<file path="src/rtl/pipe_acc_round_pkg.sv">
// Shared constants for the frame accumulator that follows the 18x25 multiplier.
package pipe_acc_round_pkg;
  localparam int PROD_W    = 43;
  localparam int ACC_W_DEF = 48;
  localparam int SHIFT_DEF = 18;
  localparam int OUT_W_DEF = 25;
endpackage

</file>
<file path="src/rtl/pipe_acc_round_if.sv">
// Product input and result output of the frame accumulator, grouped as one bus.
interface pipe_acc_round_if
  import pipe_acc_round_pkg::*;
#(
  parameter int OUT_W = OUT_W_DEF
);
  logic                     pipe_in;
  logic                     first;
  logic                     last;
  logic signed [PROD_W-1:0] p;
  logic                     pipe_out;
  logic signed [OUT_W-1:0]  y;
  logic                     sat;

  modport master (output pipe_in, first, last, p, input pipe_out, y, sat);
  modport slave  (input pipe_in, first, last, p, output pipe_out, y, sat);
endinterface

</file>
<file path="src/rtl/pipe_acc_round_round_sat.sv">
// Registered round-half-up add, then registered arithmetic rescale and clip to OUT_W.
module round_sat #(
  parameter int IN_W  = 48,
  parameter int SHIFT = 18,
  parameter int OUT_W = 25
) (
  input  logic                    clk,
  input  logic                    reset,
  input  logic                    fire_in,
  input  logic                    ovf_in,
  input  logic signed [IN_W-1:0]  acc,
  output logic                    fire_out,
  output logic signed [OUT_W-1:0] y,
  output logic                    sat
);
  // One guard bit above the accumulator so the rounding add can never wrap
  localparam logic [IN_W:0] HALF = {{IN_W{1'b0}}, 1'b1} << (SHIFT - 1);
  localparam logic signed [IN_W:0] Q_MAX = {{(IN_W+2-OUT_W){1'b0}}, {(OUT_W-1){1'b1}}};
  localparam logic signed [IN_W:0] Q_MIN = {{(IN_W+2-OUT_W){1'b1}}, {(OUT_W-1){1'b0}}};

  logic signed [IN_W:0]    rnd;
  logic                    ovf_b;
  logic                    fire_b;
  logic signed [IN_W:0]    q;
  logic signed [OUT_W-1:0] y_next;
  logic                    clip;

  always_ff @(posedge clk) begin
    if (reset) begin
      rnd    <= '0;
      ovf_b  <= 1'b0;
      fire_b <= 1'b0;
    end else begin
      fire_b <= fire_in;
      if (fire_in) begin
        rnd   <= (IN_W+1)'(acc) + HALF;
        ovf_b <= ovf_in;
      end
    end
  end

  assign q = rnd >>> SHIFT;

  always_comb begin
    y_next = q[OUT_W-1:0];
    clip   = 1'b0;
    if (q > Q_MAX) begin
      y_next = Q_MAX[OUT_W-1:0];
      clip   = 1'b1;
    end else if (q < Q_MIN) begin
      y_next = Q_MIN[OUT_W-1:0];
      clip   = 1'b1;
    end
  end

  always_ff @(posedge clk) begin
    if (reset) begin
      fire_out <= 1'b0;
      y        <= '0;
      sat      <= 1'b0;
    end else begin
      fire_out <= fire_b;
      if (fire_b) begin
        y   <= y_next;
        sat <= clip | ovf_b;
      end
    end
  end
endmodule

</file>
<file path="src/rtl/pipe_acc_round.sv">
// Frame accumulator for signed multiplier products; rounds, rescales and saturates each frame sum.
module pipe_acc_round
  import pipe_acc_round_pkg::*;
#(
  parameter int ACC_W = ACC_W_DEF,
  parameter int SHIFT = SHIFT_DEF,
  parameter int OUT_W = OUT_W_DEF
) (
  input logic              clk,
  input logic              reset,
  pipe_acc_round_if.slave  bus
);
  logic signed [ACC_W-1:0] acc;
  logic signed [ACC_W-1:0] p_ext;
  logic signed [ACC_W-1:0] sum;
  logic                    ovf;
  logic                    ovf_now;
  logic                    fire_a;

  assign p_ext   = ACC_W'(bus.p);
  assign sum     = acc + p_ext;
  assign ovf_now = (acc[ACC_W-1] == p_ext[ACC_W-1]) && (sum[ACC_W-1] != acc[ACC_W-1]);

  // A last without a first simply continues the current sum
  always_ff @(posedge clk) begin
    if (reset) begin
      acc    <= '0;
      ovf    <= 1'b0;
      fire_a <= 1'b0;
    end else begin
      fire_a <= bus.pipe_in & bus.last;
      if (bus.pipe_in) begin
        if (bus.first) begin
          acc <= p_ext;
          ovf <= 1'b0;
        end else begin
          acc <= sum;
          ovf <= ovf | ovf_now;
        end
      end
    end
  end

  round_sat #(
    .IN_W  (ACC_W),
    .SHIFT (SHIFT),
    .OUT_W (OUT_W)
  ) u_round_sat (
    .clk      (clk),
    .reset    (reset),
    .fire_in  (fire_a),
    .ovf_in   (ovf),
    .acc      (acc),
    .fire_out (bus.pipe_out),
    .y        (bus.y),
    .sat      (bus.sat)
  );
endmodule

</file>
<file path="src/flat_wrapper.sv">
// flat-port wrapper written by rule: the top's interface ports become plain ports
module pipe_acc_round_flat import pipe_acc_round_pkg::*;
#(
  parameter int ACC_W = ACC_W_DEF,
  parameter int SHIFT = SHIFT_DEF,
  parameter int OUT_W = OUT_W_DEF
)
  (clk, reset, bus_pipe_in, bus_first, bus_last, bus_p, bus_pipe_out, bus_y, bus_sat);
  pipe_acc_round_if #(.OUT_W(OUT_W)) bus_i ();
  input logic clk;
  input logic reset;
  input wire logic [$bits(bus_i.pipe_in)-1:0] bus_pipe_in;
  input wire logic [$bits(bus_i.first)-1:0] bus_first;
  input wire logic [$bits(bus_i.last)-1:0] bus_last;
  input wire logic [$bits(bus_i.p)-1:0] bus_p;
  output wire logic [$bits(bus_i.pipe_out)-1:0] bus_pipe_out;
  output wire logic [$bits(bus_i.y)-1:0] bus_y;
  output wire logic [$bits(bus_i.sat)-1:0] bus_sat;
  assign bus_i.pipe_in = bus_pipe_in;
  assign bus_i.first = bus_first;
  assign bus_i.last = bus_last;
  assign bus_i.p = bus_p;
  assign bus_pipe_out = bus_i.pipe_out;
  assign bus_y = bus_i.y;
  assign bus_sat = bus_i.sat;
  pipe_acc_round #(.ACC_W(ACC_W), .SHIFT(SHIFT), .OUT_W(OUT_W)) u_core (.clk(clk), .reset(reset), .bus(bus_i));
endmodule
</file>
<file path="config.mk">
export PLATFORM = sky130hd
export DESIGN_NAME = pipe_acc_round_flat
export DESIGN_NICKNAME = d
export VERILOG_FILES = /design/src/rtl/pipe_acc_round_pkg.sv /design/src/rtl/pipe_acc_round_if.sv /design/src/rtl/pipe_acc_round_round_sat.sv /design/src/rtl/pipe_acc_round.sv /design/src/flat_wrapper.sv
export SDC_FILE = /design/constraint.sdc
export NUM_CORES = 1
export LEC_CHECK = 0
export BUFFER_PORTS_ARGS = -buffer_cell sky130_fd_sc_hd__buf_2
export CORE_AREA = 2 2 133 135
export CTS_BUF_LIST = sky130_fd_sc_hd__clkbuf_8
export DETAILED_ROUTE_END_ITERATION = 10
export DIE_AREA = 0 0 135 137
export PLACE_DENSITY_LB_ADDON = 0.25
export SETUP_SLACK_MARGIN = 0.05
export SYNTH_ARGS = -nofsm -noshare
export SYNTH_HDL_FRONTEND = slang
export SYNTH_SLANG_ARGS = --single-unit
</file>
<file path="constraint.sdc">
create_clock -name clk -period 10.5 [get_ports clk]
set_clock_uncertainty 0.2 [all_clocks]
set_input_delay 1.575 -clock clk [delete_from_list [all_inputs] [get_ports clk]]
set_output_delay 1.575 -clock clk [all_outputs]
set_load 0.005 [all_outputs]
</file>
After elaboration in Yosys (flattened, before gate mapping) --
Index checks and enable logic that the tools add are counted.
Storage, ports and cells: word-level logic and storage cells 25, bits in registers 128, output and inout bits 27, input port bits 48
Cells by class: mux-type cells 6, order comparisons 2, $add $sub $neg 2, reductions and logical operators 1, bitwise gates (word level) 3, eq/ne operators 2
Operators by type and width (count):
- 25-bit 2-to-1 mux | 2
- 48-bit by 19-bit adder with 49-bit output (second input constant) | 1
- 48-bit by 43-bit adder with 48-bit output | 1
- 48-bit 2-to-1 mux | 1
- 31-bit by 25-bit greater-than comparator with 1-bit output (second input constant) | 1
- 31-bit by 25-bit less-than comparator with 1-bit output (second input constant) | 1
- 1-bit 2-to-1 mux | 3
- 1-bit bitwise OR | 2
- 1-bit AND | 1
- 1-bit equality test | 1
- 1-bit logical AND | 1
- 1-bit inequality test | 1

Longest topological paths before layout --
Gate-level depths: netlist (run 1).
depth in word-level cells 5, gate-level depth with buffers 12

Hierarchy --
Synthesis (run 1) repeated with hierarchy kept, for this count alone.
Second synthesis, totals: cells, all modules 1005, area total of the unflattened synthesis 7810.0 um2
By module, submodules not included:
- pipe_acc_round | sequential area each 1001.0 um2, cells each 648, times used 1, area an instance 4854.7 um2
- round_sat | sequential area each 1201.2 um2, cells each 357, times used 1, area an instance 2955.3 um2

Worst setup path after synthesis (run 1) --
Ideal clock, no wire load.
path type input to register, start input bus_p[0], end register u_core.acc[42], path slack 6.104 ns, setup time 0.091 ns, cell stages on the path 12, buffers on the path 0, data arrival time 4.105 ns, cells stage by stage ha_1 -> inv_1 -> fa_1 -> and2b_1 -> o2111ai_1 -> a21boi_0 -> o2111ai_1 -> a211o_1 -> a211oi_2 -> nor3_1 -> or3b_1 -> a311oi_1
Between the ends: cells in the longest elaborated chain, start to end 2
RTL lines:
- start: declaration | line flat_wrapper.sv:15 | input wire logic [$bits(bus_i.p)-1:0] bus_p;
- 48-bit by 43-bit adder with 48-bit output | line pipe_acc_round.sv:21 | assign sum = acc + p_ext;
- 48-bit 2-to-1 mux | line pipe_acc_round.sv:33 | if (bus.first) begin
- end signal: assignment | line pipe_acc_round.sv:34 | acc <= p_ext;
- end signal: assignment | line pipe_acc_round.sv:37 | acc <= sum;
- end: declaration | line pipe_acc_round.sv:13 | logic signed [ACC_W-1:0] acc;
No other way between the ends. A chain may end at the register's enable or synchronous reset.

Final worst setup path (run 1) --
Ends and elaborated chain as after synthesis.

==> impl_metrics.csv, run 1 <==
group,metric,value,unit
status,status,"finished clean",
clocking,h-tree-depth,3,
yosys,synth_area_leader_cell,"dfxtp_1",
yosys,ys_seq_area_share,29.1,%
run,max_cap_viol_count,0,
die,core,17100,um2
placement,dp_cells,1234,
worst_setup_path,critPathKind,"primary input to register",
clocking,cts_hold_buf,0,
placement,post-dp-hpwl,14.1,mm
yosys,synthAdderAreaFrac,8.19,%
worst_setup_path,end_kind,"register",
power,power.share.clock,26.7,%
clocking,cts.clk_slew.worst_paths,0.12,ns
die,pin_count,75,
yosys,synthMuxAreaShare,1.32,%
placement,io_buffers,74,
yosys,synthSimpleGateAreaFrac,22.7,%
sta,worstMarginPinSlew,1.04,ns
sta,setup_viol,0,
global_route,overflow,0,
global_route,antenna_found_initial,0,
route,wl_per_cell,15.4,um
route,route.detailed.drc,0,
min_path,hold_depth,2,
sta,fin_tns_setup,0,ns
worst_setup_path,critPathLaunchType,"primary input",
route,firstDrtPassIters,4,
power,power.switching,383,uW
global_route,grtUsageTotal,21.0,%
power,p_leak,0.00341,uW
yosys,syn-num-nets,1090,
sta,fin_crit,4.45,ns
global_route,grt_max_degree,83,
finish,nFillCells,1740,
finish,final_nets,1117,
clocking,cts-buffers-inserted,9,
finish,diodes,0,
die,fp.dieH,137,um
yosys,yosys.area_share.xor_xnor,6.01,%
clocking,root_buffer,"clkbuf_8",
route,drt_iter0_markers,441,
yosys,yosys_most_used_dff,"dfxtp_1",
sta,worst_slack,6.05,ns
sta,rsz0062_at_grt,"no",
worst_setup_path,required,10.61,ns
worst_setup_path,cp_max_fo,5,
power,seq_power_share,45.0,%
sta,fmax,0.224,GHz
placement,gp_congestion,0.907,
finish,multi_input_area,5030,um2
yosys,post_synth.cell_area_avg,7.63,um2
clocking,cts_sinks,110,
route,vias_per_cell,5.65,
yosys,synthArstFlopShare,0,%
power,internal_power,663,uW
yosys,synthTopCellsByArea,"dfxtp_1 (29%), ha_1 (7.9%), a21oi_1 (6.1%)",
route,vias,7058,
clocking,postCtsSetupBuffers,0,
worst_setup_path,worstRegToRegCells,12,
finish,syn_to_final_growth,8.69,%
clocking,insertion_delay,0.40,ns
placement,dp_slack,5.65,ns
yosys,ys_types,74,
finish,drive_gt1_share,10.9,%
sta,slew_headroom,30.9,%
clocking,cts_resized,0,
power,switching_share,36.6,%
sta,hold_viol_final,0,
power,combPwrFrac,28.3,%
yosys,postSynthCellCount,993,
yosys,yosysWarnings,0,
finish,final_common_cell,"dfxtp_1",
yosys,synth_compound_area_share,28.1,%
global_route,grt_pass1_vias,6400,
yosys,synth-edff-count,0,
route,wirelength,19.3,mm
die,initial_utilization,44.4,%
die,rows,48,
finish,mostFrequentLayoutCells,"dfxtp_1 (109), nor2_1 (102), nand2_1 (99)",
power,p_per_area,127,nW/um2
yosys,synth_seq_cells,110,
route,antenna_left,0,
yosys,synth_top_area_share,29.1,%
clocking,cts_tree,"yes",
power,vdd_drop_max,0.0000709,V
finish,stdcell_count,1250,
finish,seqCellArea,2200,um2
sta,slew_violations,0,
power,power.total,1050,uW
clocking,clockBufferDepth,2,
worst_setup_path,crit_arrival,4.56,ns
die,chipWidth,135,um
sta,fin_crit_sh,42.4,%
min_path,hold_path.class,"register to register",
global_route,grt_pass1_wl,31.7,mm
yosys,synth_top_family_by_area,"compound AO/OA/AOI/OAI gates",
die,dieArea,18500,um2
yosys,netlist_area,7570,um2
per-stage QoR:
step	area, um2	hold WS (ns)	utilization, %
after floorplan	7570	0.246	-
after global placement	8020	0.252	47.0
after detailed placement	8020	0.258	47.0
after CTS	8230	0.277	48.3
after global routing	8230	0.293	48.3
final	8230	0.273	48.3
cell type report:
type,count,share of cell area [%]
inverters,26,1.19
multi-input cells,795,61.1
clock buffers,9,1.50
flip-flops and latches,110,26.8
well taps,225,3.42
clock inverters,7,1.14
repair buffers,78,4.89
layer usage:
layer	vias to the layer above	global-route usage [%]	share of wire, %
met5	-	0	0
li1	3677	-	-
met3	17	2.96	4.1
met1	3219	28.4	49
met4	0	5.56	1.6
met2	145	35.3	45
synth_stat cells, drive strengths merged (3+ instances only):
library cell  count
xnor2            20
nor3             19
buf              10
clkbuf           52
a21o             23
dfxtp           110
inv              24
nor2            102
o31ai             3
nand3            27
nand4            19
a2111o            3
a31o              3
a31oi            10
xor2             32
nor2b             5
ha               48
o21bai            6
and2              7
o21ai            70
mux2i            10
nand2b           31
a21oi            94
or3              10
nand3b            3
nand2           100
o211a             6
o211ai           19
a211oi           36
o21a              3
a21boi            6
and3             22
nor4              3
a311oi           17
o2111ai           3
a211o             3
state kept, by name, summed over array words and instances, names as in the netlist:
register and count:
u_core.fire_a 1, u_core.ovf 1, u_core.u_round_sat.y 25, u_core.u_round_sat.ovf_b 1
u_core.u_round_sat.fire_b 1, u_core.u_round_sat.sat 1, u_core.acc 48, u_core.u_round_sat.rnd 31
u_core.u_round_sat.fire_out 1
final timing paths:
path | startpoint | to | slack, ns
setup reg to reg | u_core.acc[0]$_SDFFE_PP0P_ | u_core.acc[42]$_SDFFE_PP0P_ | 6.95
hold reg to reg | u_core.u_round_sat.y[12]$_SDFFE_PP0P_ | u_core.u_round_sat.y[12]$_SDFFE_PP0P_ | 0.27
hold / removal | u_core.u_round_sat.y[12]$_SDFFE_PP0P_ | u_core.u_round_sat.y[12]$_SDFFE_PP0P_ | 0.27
setup / recovery | bus_p[0] | u_core.acc[42]$_SDFFE_PP0P_ | 6.05
power by group through the flow:
stage	logic (uW)	clock network (uW)	registers, uW
final	295	279	471
after global routing	334	303	476
after CTS	294	291	471
after detailed placement	293	0	480
after global placement	291	0	480
after floorplan	230	0	469
critical path: stages:
cell       delay, ns
buf_2           0.09
ha_1            0.16
inv_1           0.05
fa_1            0.37
and2b_1         0.24
o2111ai_1       0.14
a21boi_0        0.32
o2111ai_1       0.27
a211o_1         0.39
a211oi_2        0.28
nor3_1          0.08
or3b_1          0.35
a311oi_1        0.26
kinds of logic (layout without fill, tap and decap cells):
logic type | count (synthesis) | after routing
compound gates | 324 | 324
simple gates | 360 | 360
flops | 110 | 110
mux | 10 | 10
buf+inv | 88 | 120
xor+xnor | 52 | 52
fa+ha+maj | 49 | 49
Power figures use the tool's default switching activity.
==> inputs of run 2 (changes only) <==
clock period = 4.6 ns   (was 10.5 ns; I/O delays follow)
==> run 2 against run 1 <==
  * Sequential share of layout area about the same
  * Clock power increased by 120%
  * Sequential power increased by 130%
  * Global-route usage increased by 0.12 points
  * Power increased by 130%
  * Sequential cell count unchanged
  * Largest cell class unchanged
==> impl_metrics.csv, run 2 (synthesis gave the netlist of run 1 again) <==
group,metric,value,unit
die,initial_utilization,44.4,%
global_route,overflow,0,
clocking,cts_resized,0,
finish,nFillCells,1758,
sta,setup_viol,0,
route,antenna_left,0,
route,drt_iter0_markers,434,
worst_setup_path,critPathLaunchType,"register",
finish,final_core_util,48.2,%
clocking,cts.clk_slew.worst_paths,0.13,ns
placement,post-dp-hpwl,14.1,mm
die,chipWidth,135,um
global_route,grtUsageTotal,21.2,%
finish,multi_input_area,5030,um2
global_route,grt_max_degree,82,
finish,final_nets,1118,
die,fp.dieH,137,um
route,wirelength,19.4,mm
clocking,cts_sinks,110,
finish,syn_to_final_growth,8.54,%
finish,drive_gt1_share,11.0,%
finish,largest_reg_flops,48,
route,wl_per_cell,15.5,um
power,p_leak,0.00341,uW
clocking,root_buffer,"clkbuf_8",
power,vdd_drop_max,0.000161,V
route,vias,7128,
placement,gp_congestion,0.907,
status,status,"finished clean",
clocking,h-tree-depth,3,
route,firstDrtPassIters,5,
finish,final_common_cell,"dfxtp_1",
sta,hold_viol_final,0,
die,rows,48,
sta,fin_tns_setup,0,ns
sta,slew_headroom,29.6,%
global_route,grt_pass1_wl,31.7,mm
route,vias_per_cell,5.70,
placement,io_buffers,74,
worst_setup_path,critPathKind,"register to register",
die,dieArea,18500,um2
power,p_per_area,288,nW/um2
finish,diodes,0,
clocking,clockBufferDepth,2,
sta,fin_crit,3.56,ns
sta,rsz0062_at_grt,"no",
sta,slew_violations,0,
finish,largestRegisters,"u_core.acc (48), u_core.u_round_sat.rnd (31), u_core.u_round_sat.y (25)",
sta,fmax,0.281,GHz
power,power.total,2360,uW
finish,seqCellArea,2200,um2
global_route,grt_pass1_vias,6418,
die,pin_count,75,
worst_setup_path,end_kind,"register",
die,core,17100,um2
clocking,cts_hold_buf,0,
finish,mostFrequentLayoutCells,"dfxtp_1 (109), nor2_1 (102), nand2_1 (99)",
clocking,cts-buffers-inserted,9,
clocking,cts_tree,"yes",
route,route.detailed.drc,0,
global_route,antenna_found_initial,0,
sta,worstMarginPinSlew,1.06,ns
sta,fin_crit_sh,77.4,%
worst_setup_path,crit_arrival,3.68,ns
run,max_cap_viol_count,0,
clocking,insertion_delay,0.41,ns
min_path,hold_path.class,"register to register",
worst_setup_path,required,4.72,ns
finish,regMostFlops,"u_core.acc",
worst_setup_path,cp_max_fo,5,
clocking,postCtsSetupBuffers,0,
[run 2: cell types whose count changed in the layout (fill, tap and decap cells not counted)]
cell      delta
buf_4        +1
clkinv_2     +1
clkinv_4     +1
clkinv_8     -1
inv_12       -1
[run 2: critical path: stages, from the launching register on]
cell,delay [ns]
dfxtp_1,0.36
ha_1,0.17
inv_1,0.05
fa_1,0.37
and2b_1,0.24
o2111ai_1,0.13
a21boi_0,0.31
o2111ai_1,0.28
a211o_1,0.39
a211oi_2,0.28
nor3_1,0.08
or3b_1,0.35
a311oi_1,0.25
[run 2: final cells by class]
| type | count | area share [%] |
|---|---|---|
| Multi-Input combinational cell | 795 | 61.2 |
| Sequential cell | 110 | 26.8 |
| Timing Repair Buffer | 79 | 4.99 |
| Tap cell | 225 | 3.42 |
| Clock buffer | 9 | 1.51 |
| Inverter | 26 | 1.19 |
| Clock inverter | 7 | 0.913 |
[run 2: layer usage]
layer	vias up	part of all wire, %	track usage (%)
li1	3680	-	-
met1	3271	48	28.2
met2	162	46	35.0
met3	15	5.4	4.33
met4	0	1.5	5.38
met5	-	0	0
[run 2: report_power, final]
group | leakage, uW | internal, uW | switching, uW | total (uW)
registers | 0.000903 | 1010 | 64.4 | 1080
clock network | 0.000102 | 214 | 399 | 614
logic | 0.00241 | 277 | 398 | 675
total | 0.00341 | 1500 | 862 | 2360
[run 2: stage by stage]
| step | setup slack, ns | area (um2) | instances | hold WS, ns |
|---|---|---|---|---|
| final | 1.04 | 8220 | 1251 | 0.272 |
| after global routing | 0.744 | 8220 | 1251 | 0.292 |
| after CTS | 1.04 | 8220 | 1251 | 0.276 |
| after detailed placement | 0.626 | 8020 | 1235 | 0.257 |
| after global placement | 0.709 | 8020 | 1235 | 0.252 |
| after floorplan | 1.09 | 7570 | 993 | 0.246 |
[run 2: final timing paths]
kind	startpoint	slack, ns	cells past startpoint	to
max reg2reg	u_core.acc[0]$_SDFFE_PP0P_	1.04	12	u_core.acc[42]$_SDFFE_PP0P_
max	u_core.acc[0]$_SDFFE_PP0P_	1.04	12	u_core.acc[42]$_SDFFE_PP0P_
min reg2reg	u_core.u_round_sat.y[13]$_SDFFE_PP0P_	0.27	2	u_core.u_round_sat.y[13]$_SDFFE_PP0P_
min	u_core.u_round_sat.y[13]$_SDFFE_PP0P_	0.27	2	u_core.u_round_sat.y[13]$_SDFFE_PP0P_
